## src/rtl/cory_mux4_queue_if.sv

```systemverilog
// Handshake bundle for the 4:1 select-stream mux: four data inputs, a select
// stream, and one output stream carrying data plus the source index.
interface cory_mux4_queue_if #(
  parameter int N = 8
);
  logic         i_a0_v, i_a1_v, i_a2_v, i_a3_v;
  logic [N-1:0] i_a0_d, i_a1_d, i_a2_d, i_a3_d;
  logic         o_a0_r, o_a1_r, o_a2_r, o_a3_r;
  logic         i_s_v;
  logic [1:0]   i_s_d;
  logic         o_s_r;
  logic         o_z_v;
  logic [N-1:0] o_z_d;
  logic [1:0]   o_z_s;
  logic         i_z_r;

  modport master (
    output i_a0_v, i_a1_v, i_a2_v, i_a3_v,
    output i_a0_d, i_a1_d, i_a2_d, i_a3_d,
    input  o_a0_r, o_a1_r, o_a2_r, o_a3_r,
    output i_s_v, i_s_d,
    input  o_s_r,
    input  o_z_v, o_z_d, o_z_s,
    output i_z_r
  );

  modport slave (
    input  i_a0_v, i_a1_v, i_a2_v, i_a3_v,
    input  i_a0_d, i_a1_d, i_a2_d, i_a3_d,
    output o_a0_r, o_a1_r, o_a2_r, o_a3_r,
    input  i_s_v, i_s_d,
    output o_s_r,
    output o_z_v, o_z_d, o_z_s,
    input  i_z_r
  );
endinterface

```

## src/rtl/cory_mux4_queue.sv

```systemverilog
// Select-stream driven 4:1 mux; one select token consumed per forwarded word.
// Optional Q-entry output FIFO (Q=0 gives a purely combinational path).
module cory_mux4_queue #(
  parameter int N = 8,
  parameter int Q = 0
) (
  input  logic clk,
  input  logic reset_n,
  cory_mux4_queue_if.slave s_if
);
  logic [3:0]        w_a_v;
  logic [3:0][N-1:0] w_a_d;
  logic [3:0]        w_a_r;
  logic              w_int_v;
  logic              w_int_r;
  logic [N+1:0]      w_int_pkt;
  logic              w_z_v;
  logic [N+1:0]      w_z_pkt;

  assign w_a_v = {s_if.i_a3_v, s_if.i_a2_v, s_if.i_a1_v, s_if.i_a0_v};
  assign w_a_d = {s_if.i_a3_d, s_if.i_a2_d, s_if.i_a1_d, s_if.i_a0_d};

  assign w_int_v   = s_if.i_s_v & w_a_v[s_if.i_s_d];
  assign w_int_pkt = {s_if.i_s_d, w_a_d[s_if.i_s_d]};

  // Only the selected input sees ready, and only while a select token is present
  assign w_a_r = (s_if.i_s_v & w_int_r) ? (4'b0001 << s_if.i_s_d) : 4'b0000;
  assign s_if.o_s_r = w_a_v[s_if.i_s_d] & w_int_r;

  assign s_if.o_a0_r = w_a_r[0];
  assign s_if.o_a1_r = w_a_r[1];
  assign s_if.o_a2_r = w_a_r[2];
  assign s_if.o_a3_r = w_a_r[3];

  generate
    if (Q == 0) begin : g_pass
      logic w_unused_clk_rst;
      assign w_unused_clk_rst = clk ^ reset_n;
      assign w_z_v   = w_int_v;
      assign w_z_pkt = w_int_pkt;
      assign w_int_r = s_if.i_z_r;
    end else begin : g_fifo
      localparam int PW = (Q > 1) ? $clog2(Q) : 1;
      localparam int CW = $clog2(Q + 1);

      logic [N+1:0] r_mem [Q];
      logic [PW-1:0] r_wptr, r_rptr;
      logic [CW-1:0] r_cnt;
      logic w_full, w_empty, w_push, w_pop;

      assign w_full  = (r_cnt == CW'(Q));
      assign w_empty = (r_cnt == '0);
      // No bypass: a full queue refuses input even while it is being drained
      assign w_int_r = ~w_full;
      assign w_push  = w_int_v & w_int_r;
      assign w_pop   = ~w_empty & s_if.i_z_r;
      assign w_z_v   = ~w_empty;
      assign w_z_pkt = r_mem[r_rptr];

      always_ff @(posedge clk or negedge reset_n) begin
        if (!reset_n) begin
          r_wptr <= '0;
          r_rptr <= '0;
          r_cnt  <= '0;
        end else begin
          if (w_push) r_wptr <= (r_wptr == PW'(Q - 1)) ? '0 : r_wptr + 1'b1;
          if (w_pop)  r_rptr <= (r_rptr == PW'(Q - 1)) ? '0 : r_rptr + 1'b1;
          case ({w_push, w_pop})
            2'b10:   r_cnt <= r_cnt + 1'b1;
            2'b01:   r_cnt <= r_cnt - 1'b1;
            default: r_cnt <= r_cnt;
          endcase
        end
      end

      // Storage is deliberately not reset; head contents only matter when valid
      always_ff @(posedge clk) begin
        if (w_push) r_mem[r_wptr] <= w_int_pkt;
      end
    end
  endgenerate

  assign s_if.o_z_v = w_z_v;
  assign s_if.o_z_d = w_z_pkt[N-1:0];
  assign s_if.o_z_s = w_z_pkt[N+1:N];
endmodule

```

## src/flat_wrapper.sv

```systemverilog
// flat-port wrapper written by rule: the top's interface ports become plain ports
module cory_mux4_queue_flat 
#(
  parameter int N = 8,
  parameter int Q = 0
)
  (clk, reset_n, s_if_i_a0_v, s_if_i_a1_v, s_if_i_a2_v, s_if_i_a3_v, s_if_i_a0_d, s_if_i_a1_d, s_if_i_a2_d, s_if_i_a3_d, s_if_o_a0_r, s_if_o_a1_r, s_if_o_a2_r, s_if_o_a3_r, s_if_i_s_v, s_if_i_s_d, s_if_o_s_r, s_if_o_z_v, s_if_o_z_d, s_if_o_z_s, s_if_i_z_r);
  cory_mux4_queue_if #(.N(N)) s_if_i ();
  input  logic clk;
  input  logic reset_n;
  input wire logic [$bits(s_if_i.i_a0_v)-1:0] s_if_i_a0_v;
  input wire logic [$bits(s_if_i.i_a1_v)-1:0] s_if_i_a1_v;
  input wire logic [$bits(s_if_i.i_a2_v)-1:0] s_if_i_a2_v;
  input wire logic [$bits(s_if_i.i_a3_v)-1:0] s_if_i_a3_v;
  input wire logic [$bits(s_if_i.i_a0_d)-1:0] s_if_i_a0_d;
  input wire logic [$bits(s_if_i.i_a1_d)-1:0] s_if_i_a1_d;
  input wire logic [$bits(s_if_i.i_a2_d)-1:0] s_if_i_a2_d;
  input wire logic [$bits(s_if_i.i_a3_d)-1:0] s_if_i_a3_d;
  output wire logic [$bits(s_if_i.o_a0_r)-1:0] s_if_o_a0_r;
  output wire logic [$bits(s_if_i.o_a1_r)-1:0] s_if_o_a1_r;
  output wire logic [$bits(s_if_i.o_a2_r)-1:0] s_if_o_a2_r;
  output wire logic [$bits(s_if_i.o_a3_r)-1:0] s_if_o_a3_r;
  input wire logic [$bits(s_if_i.i_s_v)-1:0] s_if_i_s_v;
  input wire logic [$bits(s_if_i.i_s_d)-1:0] s_if_i_s_d;
  output wire logic [$bits(s_if_i.o_s_r)-1:0] s_if_o_s_r;
  output wire logic [$bits(s_if_i.o_z_v)-1:0] s_if_o_z_v;
  output wire logic [$bits(s_if_i.o_z_d)-1:0] s_if_o_z_d;
  output wire logic [$bits(s_if_i.o_z_s)-1:0] s_if_o_z_s;
  input wire logic [$bits(s_if_i.i_z_r)-1:0] s_if_i_z_r;
  assign s_if_i.i_a0_v = s_if_i_a0_v;
  assign s_if_i.i_a1_v = s_if_i_a1_v;
  assign s_if_i.i_a2_v = s_if_i_a2_v;
  assign s_if_i.i_a3_v = s_if_i_a3_v;
  assign s_if_i.i_a0_d = s_if_i_a0_d;
  assign s_if_i.i_a1_d = s_if_i_a1_d;
  assign s_if_i.i_a2_d = s_if_i_a2_d;
  assign s_if_i.i_a3_d = s_if_i_a3_d;
  assign s_if_o_a0_r = s_if_i.o_a0_r;
  assign s_if_o_a1_r = s_if_i.o_a1_r;
  assign s_if_o_a2_r = s_if_i.o_a2_r;
  assign s_if_o_a3_r = s_if_i.o_a3_r;
  assign s_if_i.i_s_v = s_if_i_s_v;
  assign s_if_i.i_s_d = s_if_i_s_d;
  assign s_if_o_s_r = s_if_i.o_s_r;
  assign s_if_o_z_v = s_if_i.o_z_v;
  assign s_if_o_z_d = s_if_i.o_z_d;
  assign s_if_o_z_s = s_if_i.o_z_s;
  assign s_if_i.i_z_r = s_if_i_z_r;
  cory_mux4_queue #(.N(N), .Q(Q)) u_core (.clk(clk), .reset_n(reset_n), .s_if(s_if_i));
endmodule
```

## config.mk

```make
export PLATFORM = sky130hd
export DESIGN_NAME = cory_mux4_queue_flat
export DESIGN_NICKNAME = d
export VERILOG_FILES = /design/src/rtl/cory_mux4_queue_if.sv /design/src/rtl/cory_mux4_queue.sv /design/src/flat_wrapper.sv
export SDC_FILE = /design/constraint.sdc
export NUM_CORES = 1
export LEC_CHECK = 0
export ABC_AREA = 0
export ABC_CLOCK_PERIOD_IN_PS = 800
export CAP_MARGIN = 40
export CORE_MARGIN = 10
export CORE_UTILIZATION = 18
export DETAILED_ROUTE_END_ITERATION = 12
export PLACE_DENSITY = 0.85
export SYNTH_ARGS = -nofsm -noshare
export SYNTH_HDL_FRONTEND = slang
export SYNTH_SLANG_ARGS = --single-unit
export TNS_END_PERCENT = 30
```

## constraint.sdc

```tcl
create_clock -name vclk -period 0.8
set_input_delay 0.12 -clock vclk [all_inputs]
set_output_delay 0.12 -clock vclk [all_outputs]
set_load 0.1 [all_outputs]
```

### After elaboration in Yosys (flattened, before gate mapping)

Cells that the tools add are included.

| word-level totals | value |
|---|---|
| register bits after elaboration | 0 |
| input port bits | 42 |
| output and inout port bits | 16 |
| logic and storage cells | 10 |

| cells by class | value |
|---|---|
| bitwise operators | 3 |
| $lt $le $gt $ge | 1 |
| shifts and indexed selects | 1 |
| muxes and demuxes | 5 |

Operators with widths:

| operator | number |
|---|---|
| binary-select mux 8 bit (select 2 bit) | 1 |
| 2-to-1 mux 8 bit | 1 |
| 2-to-1 mux 4 bit | 1 |
| << shifter 1 x 2 -> 4 bit, first input constant | 1 |
| AND 1 bit | 3 |
| less-than comparator 2 x 3 -> 1 bit, second input constant | 1 |
| binary-select mux 1 bit (select 2 bit) | 1 |
| 2-to-1 mux 1 bit | 1 |

### Longest topological paths before layout

Gate-level depths: netlist of the first run.

| logic depth | value |
|---|---|
| depth after elaboration | 3 |
| gate-level depth with buffers | 3 |
| depth with buffers taken out | 2 |

### Worst setup path after synthesis of the first run

Ideal clock, no wire load.

| path | value |
|---|---|
| kind | input to output |
| from | input port s_if_i_s_d[0] |
| to | output port s_if_o_a1_r |
| buffers on the path | 1 |
| data arrival time | 2376 ps |
| data required time | 680 ps |
| slack | -1696 ps |
| cell stages on the path | 3 |
| path through | buf_6 -> inv_1 -> nor3_1 |

| on the way | value |
|---|---|
| word-level cells in the longest chain between the ends | 2 |

RTL lines:

| item | RTL line | RTL |
|---|---|---|
| start: declaration | flat_wrapper.sv:24 | `input wire logic [$bits(s_if_i.i_s_d)-1:0] s_if_i_s_d;` |
| << shifter 1 x 2 -> 4 bit | cory_mux4_queue.sv:27 | `assign w_a_r = (s_if.i_s_v & w_int_r) ? (4'b0001 << s_if.i_s_d) : 4'b0000;` |
| 2-to-1 mux 4 bit | cory_mux4_queue.sv:27 |  |
| end: declaration | flat_wrapper.sv:20 | `output wire logic [$bits(s_if_i.o_a1_r)-1:0] s_if_o_a1_r;` |

No other way between the ends.

### Worst setup path in the final report of the first run

| path | value |
|---|---|
| from | input port s_if_i_a3_d[3] |
| to | output port s_if_o_z_d[3] |

| on the way | value |
|---|---|
| word-level cells in the longest chain between the ends | 2 |

RTL lines:

| item | RTL line | RTL |
|---|---|---|
| start: declaration | flat_wrapper.sv:18 | `input wire logic [$bits(s_if_i.i_a3_d)-1:0] s_if_i_a3_d;` |
| binary-select mux 8 bit (select 2 bit) | cory_mux4_queue.sv:24 | `assign w_int_pkt = {s_if.i_s_d, w_a_d[s_if.i_s_d]};` |
| 2-to-1 mux 8 bit (not written as such) | cory_mux4_queue.sv:24 |  |
| end: declaration | flat_wrapper.sv:27 | `output wire logic [$bits(s_if_i.o_z_d)-1:0] s_if_o_z_d;` |

No other way between the ends. The select of a mux whose other input is x is not followed.

==> results of run 1 <==
[final cells by class]
class | instances | area, um^2 | share of cell area (%)
tap | 16 | 20.0 | 1.82
inverter | 1 | 3.75 | 0.341
multi-input combinational | 17 | 299 | 27.2
timing repair buffer | 64 | 777 | 70.6
[cell usage after synthesis, drive strengths merged]
| master | count | area share, % |
|---|---|---|
| mux4 | 9 | 74 |
| buf | 4 | 11 |
| and2 | 2 | 4.5 |
| nor2 | 2 | 2.7 |
| nor3 | 2 | 3.6 |
| inv | 1 | 1.3 |
| nand2 | 1 | 1.3 |
| nand3 | 1 | 1.8 |
[logic make-up after synthesis]
logic type,after synthesis,synth area share [%]
buffers and inverters,5,12.5
multiplexers,9,73.7
AND/OR/NAND/NOR,8,13.8
[layer usage]
metal / GRT usage [%] / vias to the layer above / part of all wire [%]
met1: 10.2 / 214 / 30
met3: 6.65 / 0 / 15
met5: 0 / - / 0
met4: 0 / 0 / 0
li1: - / 213 / -
met2: 21.4 / 33 / 56
[final timing paths]
path / from / to / slack (ns) / cells past startpoint
worst min-delay path: s_if_i_s_v / s_if_o_a1_r / 0.67 / 4
worst max-delay path: s_if_i_a3_d[3] / s_if_o_z_d[3] / -0.36 / 3
[critical path: stages]
cell and delay [ns]:
dlygate4sd2_1 0.23, mux4_2 0.50, buf_12 0.19
[per-stage QoR]
| stage | cells | util (%) | TNS, ns | hold slack (ns) | worst slack (ns) |
|---|---|---|---|---|---|
| 2_1_floorplan | 22 | - | -4.16 | 0.421 | -0.375 |
| 3_3_place_gp | 96 | 73.6 | -12.10 | 1.06 | -0.865 |
| 3_5_place_dp | 96 | 73.6 | -12.55 | 1.06 | -0.900 |
| 4_1_cts | 98 | 73.9 | -4.51 | 0.690 | -0.379 |
| 5_1_grt | 98 | 73.9 | -4.85 | 0.694 | -0.391 |
| 6_report | 98 | 73.9 | -4.39 | 0.668 | -0.360 |
[power by group through the flow]
stage / sequential [uW] / combinational (uW) / clock [uW]
6_report: 0 / 1090 / 0
5_1_grt: 0 / 1130 / 0
4_1_cts: 0 / 1100 / 0
3_5_place_dp: 0 / 1120 / 0
3_3_place_gp: 0 / 1110 / 0
2_1_floorplan: 0 / 618 / 0
[what timing repair did]
| item | 4_1_cts | 5_1_grt |
|---|---|---|
| gates resized for setup | 72 | 3 |
| gates cloned | 1 | 0 |
| setup buffers | 1 | 0 |
| setup endpoints to repair | 16 | 15 |
| endpoints found under the hold margin | 0 | 0 |
| pin swaps | 6 | 0 |
==> metrics, run 1 <==
FMAX=862 MHz; Fill cells=99; DP Wirelength=1790 um; FF/Latch Area=0 um^2; Post-CTS Hold Buffers=0; Synth Warn #=0; Worst Hold Class=in -> out; vias=460; VDD IR max=0.713 mV; RSZ-0062 raised after global routing=yes; First-pass DRT Iterations=2; Mapped Area=280 um^2; crit-path max FO=1; Switching Share=56.6%; largest net degree at the start of global routing=7; Seq pwr share=0%; drt first-iter violations=3; Leak Pwr=0.000496 uW; Critical Setup Path Class=in -> out; seq_cells=0; CORE AREA=0.00149 mm^2; Post-Syn Nets=64; DRC=0; most frequent cells in the layout=dlygate4sd2_1, buf_12, mux4_2; fin nets=126; fin. max-slew vios=0; clock buffers=0; DR WL/cell=19.6 um; Die W=59.5 um; final setup fails=15; crit end category=output pin; post-route cell area=0.00110 mm^2; n_diodes=0; MaxCap Viol Count=0; status=finished, violations left; clock network fraction of design power=0%; number of global-route vias before repair=624; worst path required time=0.68 ns; Post-Synthesis Cells=22; Via density=4.69; post-layout worst setup margin=-0.360 ns; first-pass GRT wire length=3040 um; min cycle time layout=1.16 ns; P_int=473 uW; Distinct cells, synth=11; power per cell area=992 mW/mm^2; CP Launch Type=primary input; final RePlAce weighted congestion=0.680; relative slew slack=87.3%; Overflow after GRT=0; io pins=58; share of layout cells above drive strength 1=61.0%; drt total wl=1920 um; chip height=59.5 um; IO buf count=56; Least-Margin Pin Slew=0.191 ns; Seq/Total Area, Yosys=0%; failing checks=negative setup slack; Routed Antenna Nets=0; total net switching power=618 uW; Fin. Hold Viols=0; dpl cell area=0.00110 mm^2; starting density of the core=18.8%; P&R area growth vs syn=292%; total power=1090 uW; fin crit share=145%; Synth Area per Inst=12.7 um^2; All-Layer GR Usage=11.1%; initial antenna violation count=0; # rows=14; Critical Path AT=1.04 ns; most common cell after layout, fill and taps aside=dlygate4sd2_1; Die ar.=0.00354 mm^2; Comb power frac=100.0%
Note: power is estimated with default switching activity, not from simulation.
==> run 2, diff against run 1 <==
--- a/config.mk
+++ b/config.mk
@@ -8,10 +8,11 @@
 export ABC_AREA = 0
 export ABC_CLOCK_PERIOD_IN_PS = 800
 export CAP_MARGIN = 40
+export CORE_ASPECT_RATIO = 1.1
 export CORE_MARGIN = 10
 export CORE_UTILIZATION = 18
 export DETAILED_ROUTE_END_ITERATION = 12
-export PLACE_DENSITY = 0.85
+export PLACE_DENSITY = 0.84
 export SYNTH_ARGS = -nofsm -noshare
 export SYNTH_HDL_FRONTEND = slang
 export SYNTH_SLANG_ARGS = --single-unit
==> metrics, run 2 (synthesis gave the netlist of run 1 again) <==
status=finished, violations left (unchanged); failing checks=negative setup slack (unchanged); Die W=57.6 um (was 59.5 um); DR WL/cell=18.6 um (was 19.6 um); Fill cells=101 (was 99); global-route track usage on met1=9.23% (was 10.2%); Switching Share=56.4% (was 56.6%); vias=460 (unchanged); Finished Layout Cells=100 (was 98); starting density of the core=19.8% (was 18.8%); Least-Margin Pin Slew=0.186 ns (was 0.191 ns); io pins=58 (unchanged); largest net degree at the start of global routing=6 (was 7); Post-Route Setup TNS=-4.63 ns (was -4.39 ns); Seq pwr share=0% (about the same); final RePlAce weighted congestion=0.646 (was 0.680); met3 usage=7.00% (was 6.65%); MaxCap Viol Count=0 (unchanged); crit end category=output pin (unchanged); Via density=4.60 (was 4.69); Hold Path Depth=4 (unchanged); total power=1090 uW (about the same); FMAX=852 MHz (was 862 MHz); CORE AREA=0.00142 mm^2 (was 0.00149 mm^2); share of layout cells above drive strength 1=61.9% (was 61.0%); hold slack final=0.666 ns (was 0.668 ns); busiest grt layer=met2 (unchanged); # rows=14 (unchanged); Overflow after GRT=0 (unchanged); clock buffers=0 (unchanged); met2 usage in global routing=20.4% (was 21.4%); All-Layer GR Usage=10.4% (was 11.1%); Leak Pwr=0.000500 uW (was 0.000496 uW); Die ar.=0.00354 mm^2 (about the same); drt total wl=1860 um (was 1920 um); power per cell area=981 mW/mm^2 (was 992 mW/mm^2); drt first-iter violations=3 (unchanged); fin crit share=147% (was 145%); IO buf count=56 (unchanged); most common cell after layout, fill and taps aside=dlygate4sd2_1 (unchanged); seq_cells=0 (unchanged); Routed Antenna Nets=0 (unchanged); first-pass GRT wire length=2950 um (was 3040 um); Fin. Hold Viols=0 (unchanged); VDD IR max=0.610 mV (was 0.713 mV); Critical Setup Path Class=in -> out (unchanged); pre-CTS setup slack=-0.939 ns (was -0.900 ns); fin nets=128 (was 126); min cycle time layout=1.17 ns (was 1.16 ns); clock network fraction of design power=0% (about the same); FF/Latch Area=0 um^2 (unchanged); n_diodes=0 (unchanged); DRC=0 (unchanged); initial antenna violation count=0 (unchanged); P_int=476 uW (was 473 uW); post-layout worst setup margin=-0.374 ns (was -0.360 ns); DP Wirelength=1730 um (was 1790 um); fin. max-slew vios=0 (unchanged); dpl cells=98 (was 96); relative slew slack=87.6% (was 87.3%); crit-path max FO=3 (was 1); RSZ-0062 raised after global routing=yes (unchanged); most frequent cells in the layout=dlygate4sd2_1, buf_12, mux4_2 (unchanged); CP Launch Type=primary input (unchanged); number of global-route vias before repair=582 (was 624); worst path required time=0.68 ns (about the same); Worst Hold Class=in -> out (unchanged); final setup fails=15 (unchanged); Critical Path AT=1.05 ns (was 1.04 ns); First-pass DRT Iterations=2 (unchanged); chip height=61.4 um (was 59.5 um); P&R area growth vs syn=298% (was 292%); total net switching power=617 uW (was 618 uW); Comb power frac=100.0% (about the same)
==> run 2: cell types whose count changed in the layout (fill, tap and decap cells not counted) <==
cell	before	now
buf_12	17	16
buf_16	1	0
buf_4	2	1
buf_6	4	8
buf_8	2	3
clkbuf_2	1	0
clkdlybuf4s15_1	2	3
clkdlybuf4s15_2	1	2
dlygate4sd2_1	30	29
inv_2	1	0
inv_4	0	1
==> run 2: routing by layer <==
layer,wire (um),share of wire [%],up-vias
li1,-,-,217
met1,485,26,209
met2,1010,54,34
met3,364,20,0
met4,0,0,0
met5,0,0,-
==> run 2: cell type report <==
class	instances	area, um^2	share of cell area, %
inverters	1	6.26	0.561
multi-input cells	17	299	26.8
repair buffers	66	790	70.8
well taps	16	20.0	1.80
==> run 2: worst paths after layout <==
check,startpoint,endpoint,slack (ns)
setup / recovery,s_if_i_s_d[0],s_if_o_z_v,-0.37
hold / removal,s_if_i_s_d[1],s_if_o_a0_r,0.67
==> run 2: repair_timing <==
action,4_1_cts,5_1_grt
buffers inserted,0,1
pin swaps,4,3
hold buffers,0,0
cloned,1,0
setup endpoints to repair,16,15
resized for setup,79,4
==> run 2: critical path, cell delays in order <==
cell    delay (ns)
buf_8         0.09
mux4_2        0.52
and2_4        0.17
buf_12        0.16
==> run 2: power groups by stage <==
stage               clock [uW]  combinational, uW  sequential [uW]
global placement             0               1110                0
finish                       0               1090                0
global route                 0               1130                0
CTS                          0               1090                0
detailed placement           0               1120                0
floorplan                    0                618                0
==> run 2: stage by stage <==
step / utilization, % / cell area, um^2
floorplan: - / 353
global placement: 77.4 / 1100
CTS: 77.2 / 1090
global route: 78.6 / 1110
detailed placement: 77.4 / 1100
finish: 78.6 / 1110
